===== config.mk =====
export PLATFORM = sky130hd
export DESIGN_NAME = fifo_mem_writer
export DESIGN_NICKNAME = d
export VERILOG_FILES = /design/src/rtl/fifo_mem_writer.sv
export SDC_FILE = /design/constraint.sdc
export NUM_CORES = 1
export LEC_CHECK = 0
export CAP_MARGIN = 20
export CORE_ASPECT_RATIO = 0.8
export CORE_MARGIN = 2
export CORE_UTILIZATION = 43
export DETAILED_ROUTE_END_ITERATION = 10
export PLACE_DENSITY = 0.76
export SLEW_MARGIN = 20
export SYNTH_ARGS = -nofsm -noshare
export SYNTH_HDL_FRONTEND = slang
export SYNTH_SLANG_ARGS = --single-unit

===== constraint.sdc =====
create_clock -name clk_mem -period 1.7 [get_ports clk_mem]
set_input_delay 0.255 -clock clk_mem [delete_from_list [all_inputs] [get_ports clk_mem]]
set_output_delay 0.255 -clock clk_mem [all_outputs]
set_load 0.01 [all_outputs]

===== src/rtl/fifo_mem_writer.sv =====
// Packs FIFO bytes into 4-lane memory words and writes them with a req/ack handshake.
// Optional macro WORD_PARITY_EN adds a per-lane even-parity output mem_wpar.
module fifo_mem_writer #(
  parameter int DATA_WIDTH = 8,
  parameter int ADDR_WIDTH = 10
) (
  input  logic                    clk_mem,
  input  logic                    reset,
  input  logic [DATA_WIDTH-1:0]   fifo_data,
  input  logic                    fifo_empty,
  output logic                    fifo_r_en,
  input  logic                    flush,
  output logic                    mem_wr_req,
  input  logic                    mem_wr_ack,
  output logic [ADDR_WIDTH-1:0]   mem_addr,
  output logic [4*DATA_WIDTH-1:0] mem_wdata,
  output logic [3:0]              mem_byte_en,
`ifdef WORD_PARITY_EN
  output logic [3:0]              mem_wpar,
`endif
  output logic                    busy,
  output logic [15:0]             words_written
);

  typedef enum logic {FILL = 1'b0, WRITE = 1'b1} state_t;

  state_t                  state_q;
  logic [1:0]              byte_cnt_q;
  logic [DATA_WIDTH-1:0]   lane_q [4];
  logic [3:0]              byte_en_q;
  logic [ADDR_WIDTH-1:0]   addr_q;
  logic [15:0]             words_q;
  logic                    wr_req_q;

  always_ff @(posedge clk_mem) begin
    if (reset) begin
      state_q    <= FILL;
      byte_cnt_q <= 2'd0;
      byte_en_q  <= 4'd0;
      addr_q     <= '0;
      words_q    <= 16'd0;
      wr_req_q   <= 1'b0;
      for (int i = 0; i < 4; i++) lane_q[i] <= '0;
    end else begin
      case (state_q)
        FILL: begin
          // A pop always wins over a simultaneous flush.
          if (!fifo_empty) begin
            lane_q[byte_cnt_q]    <= fifo_data;
            byte_en_q[byte_cnt_q] <= 1'b1;
            byte_cnt_q            <= byte_cnt_q + 2'd1;
            if (byte_cnt_q == 2'd3) begin
              state_q  <= WRITE;
              wr_req_q <= 1'b1;
            end
          end else if (flush && (byte_cnt_q != 2'd0)) begin
            state_q    <= WRITE;
            byte_cnt_q <= 2'd0;
            wr_req_q   <= 1'b1;
          end
        end
        WRITE: begin
          if (mem_wr_ack) begin
            state_q   <= FILL;
            wr_req_q  <= 1'b0;
            addr_q    <= addr_q + 1'b1;
            words_q   <= words_q + 16'd1;
            byte_en_q <= 4'd0;
            for (int i = 0; i < 4; i++) lane_q[i] <= '0;
          end
        end
        default: state_q <= FILL;
      endcase
    end
  end

  assign fifo_r_en     = !reset && (state_q == FILL) && !fifo_empty;
  assign mem_wr_req    = wr_req_q;
  assign mem_addr      = addr_q;
  assign mem_wdata     = {lane_q[3], lane_q[2], lane_q[1], lane_q[0]};
  assign mem_byte_en   = byte_en_q;
  assign words_written = words_q;
  assign busy          = (state_q != FILL) || (byte_cnt_q != 2'd0);

`ifdef WORD_PARITY_EN
  function automatic logic lane_parity(input logic [DATA_WIDTH-1:0] d, input logic en);
    return en & (^d);
  endfunction

  // Derived from the held lane registers, so it stays stable with mem_wdata.
  always_comb begin
    mem_wpar = 4'd0;
    for (int i = 0; i < 4; i++) mem_wpar[i] = lane_parity(lane_q[i], byte_en_q[i]);
  end
`endif

endmodule

==> results_dict.tcl <==
set metrics [dict create \
    rsz0062_at_grt "no" \
    synthFlopType "dfxtp_1" \
    power_w 0.00352 \
    post-cts-setup-buffers 0 \
    period_share 0.948 \
    pin_count 78 \
    grt_max_degree 26 \
    cts_sinks 66 \
    final_area_um2 4030 \
    p_leak_nw 1.62 \
    synth_compound_area_frac 0.0389 \
    clk_path_buf_depth 2 \
    yosys.cell_types.count 35 \
    dp_hpwl_mm 4.25 \
    synth_area_leaders "edfxtp_1 (35%), dfxtp_1 (25%), and3_1 (7.8%)" \
    drc 0 \
    cts_tree "built" \
    startpoint_type "flop" \
    postRouteAntennaNets 0 \
    p_int_w 0.00277 \
    clkTransAtPathRegs_ns 0.07 \
    maxCapViolations 0 \
    timing.rr.start "words_written[2]$_SDFFE_PP0P_" \
    port_buffers 77 \
    grt_usage 0.176 \
    fmax_mhz 620 \
    slew_violations 0 \
    viasPerCell 4.91 \
    grt_pass1_wl_mm 9.27 \
    synth-simple-area-share 0.239 \
    final_core_utilization 0.667 \
    synth_seq_area_share 0.601 \
    ys_seq_elements 66 \
    synthArstFlopShare 0 \
    nets 374 \
    grt_pass1_vias 1944 \
    hold_path.class "reg -> reg" \
    seqPwrFrac 0.498 \
    synthAdderAreaFrac 0.0275 \
    synth_edf_count 32 \
    cellPowerDensity_nw_per_um2 875 \
    core_um2 6040 \
    synth_mux_area_frac 0.0119 \
    numCtsBuffers 9 \
    slew_headroom 0.782 \
    antenna_cells 0 \
    initial_core_util 0.453 \
    synth_xor_area_frac 0.0545 \
    fill_cells 473 \
    reg2reg_slack_ns 0.10 \
    crit_required_ns 1.44 \
    ff2ff_path_depth 4 \
    worstSetupPathType "reg -> out" \
    synth.avg_cell_area_um2 10.8 \
    setup_viol 0 \
    gp_congestion 0.764 \
    synth_top_family_by_area "simple AND/OR/NAND/NOR gates" \
    power_frac_comb 0.104 \
    synth_top_cell_by_area "edfxtp_1" \
    syn-num-nets 271 \
    overflow 0 \
    switching_share 0.213 \
    synth_top_area_frac 0.352 \
    cts_max_level 3 \
    routed_wl_mm 5.87 \
    endpoint "mem_addr[3]" \
    hold_ws_ns 0.466 \
    cp-end-kind "output pin" \
    fp.dieW_um 93.1 \
    dieArea_um2 7010 \
    syn_area_um2 2730 \
    regArea_um2 1640 \
    rows 25 \
    cts_root_buffer "clkbuf_8" \
    r2r-end "words_written[12]$_SDFFE_PP0P_" \
    hold_buffers 0 \
    tightest_slew_ns 0.325 \
    max-vdd-ir-drop_mv 0.443 \
    num_vias 2167 \
    hold_viol 0 \
    drive_above_1_share 0.139 \
    clkPwrFrac 0.398 \
    drtIter0Drc 117 \
    status "complete, no violations" \
    die_y_um 75.3 \
    firstDrtPassIters 4 \
    critPathLaunch "mem_addr[3]$_SDFFE_PP0P_" \
    p_switching_w 0.000750 \
    multi_input_area_um2 1030 \
    placedInstanceArea_um2 3800 \
    grt_antenna_before_repair 0 \
    skew_ns 0.00538 \
    final.min_clock_period_ns 1.61 \
    yosysWarnings 0 \
    syn_inst 252 \
    syn2layout_area_growth_pct 47.3 \
    critPathArrivalTime_ns 1.36 \
    crit_fanout 4 \
    wl_per_cell_um 13.3 \
    clkLatencyLatePin_ns 0.34 \
]
==> cell families after synthesis <==
group           count (synthesis)
flops                          66
simple gates                  122
xor+xnor                       17
mux                             3
compound gates                 19
fa+ha+maj                       6
buf+inv                        19
==> worst max-delay path: stages (launching register included) <==
cell and delay [ns]:
dfxtp_1 0.35, buf_4 0.14, clkdlybuf4s50_1 0.53
==> metrics by stage <==
stage                     setup TNS, ns  instances  setup WS (ns)
final                                 0        441         0.0881
after global routing                  0        441         0.0199
after CTS                             0        441         0.0578
after detailed placement         -12.30        425         -0.305
after global placement           -10.95        425         -0.280
after floorplan                       0        252         0.0212
==> routing by layer <==
metal | part of all wire | GRT usage
met3 | 0.070 | 0.0762
met4 | 0.0087 | 0.0588
met5 | 0 | 0
met2 | 0.44 | 0.261
met1 | 0.49 | 0.235
==> worst min path at each step <==
| stage | from | end | slack [ns] | depth (start not counted) |
|---|---|---|---|---|
| 2_1_floorplan | mem_wr_ack | state_q$_SDFF_PP0_ | 0.41 | 3 |
| 3_3_place_gp | mem_wr_req$_SDFFE_PP0P_ | mem_wr_req$_SDFFE_PP0P_ | 0.46 | 2 |
| 3_5_place_dp | mem_wr_req$_SDFFE_PP0P_ | mem_wr_req$_SDFFE_PP0P_ | 0.46 | 2 |
| 4_1_cts | mem_wr_req$_SDFFE_PP0P_ | mem_wr_req$_SDFFE_PP0P_ | 0.48 | 2 |
| 5_1_grt | mem_wr_req$_SDFFE_PP0P_ | mem_wr_req$_SDFFE_PP0P_ | 0.49 | 2 |
| 6_report | mem_wr_req$_SDFFE_PP0P_ | mem_wr_req$_SDFFE_PP0P_ | 0.47 | 2 |
==> cell type report <==
class | instances | area share
multi-input cells | 167 | 0.255
clock buffers | 15 | 0.0466
flip-flops and latches | 66 | 0.408
clock inverters | 1 | 0.00746
inverters | 7 | 0.00653
well taps | 81 | 0.0252
repair buffers | 104 | 0.250
==> power by group through the flow <==
stage          sequential (W)  combinational, W  clock [W]
5_1_grt               0.00176          0.000394    0.00149
4_1_cts               0.00176          0.000367    0.00143
6_report              0.00175          0.000365    0.00140
3_5_place_dp          0.00179          0.000368          0
2_1_floorplan         0.00182          0.000107          0
3_3_place_gp          0.00179          0.000363          0
==> cells in the final DEF (no fill, tap or decap), types with 2 or more instances in the layout <==
cell	n
nand4_1	7
buf_12	3
nand2b_1	2
mux2_2	2
clkbuf_8	11
nor2b_1	3
dlygate4sd2_1	2
dfxtp_1	32
inv_1	7
nor3_1	7
dfxtp_2	2
xor2_1	8
o21ai_0	3
clkbuf_1	3
clkdlybuf4s50_1	75
buf_4	24
a21oi_1	12
xnor2_1	9
and4_1	2
and3_1	34
nor4_1	3
nor2_1	24
nand3_1	3
nand2_1	25
or3_1	4
ha_1	6
edfxtp_1	32
==> synthesized netlist by cell type, types with 7 or more instances <==
library cell and count:
a21oi_1 12, and3_1 34, clkbuf_1 9, dfxtp_1 34, edfxtp_1 32, inv_1 7, nand2_1 25, nand4_1 7
nor2_1 25, nor3_1 8, xnor2_1 9, xor2_1 8
==> sequential cells by signal, summed over array words and instances, names as in the netlist <==
name,count
byte_cnt_q,2
words_written,16
mem_wr_req,1
mem_byte_en,4
state_q,1
lane_q,32
mem_addr,10
==> timing repair <==
action / in CTS / in global routing
setup endpoints to repair: 2 / 33
cloned: 0 / 0
resized for setup: 4 / 2
(Power assumes the default switching activity.)
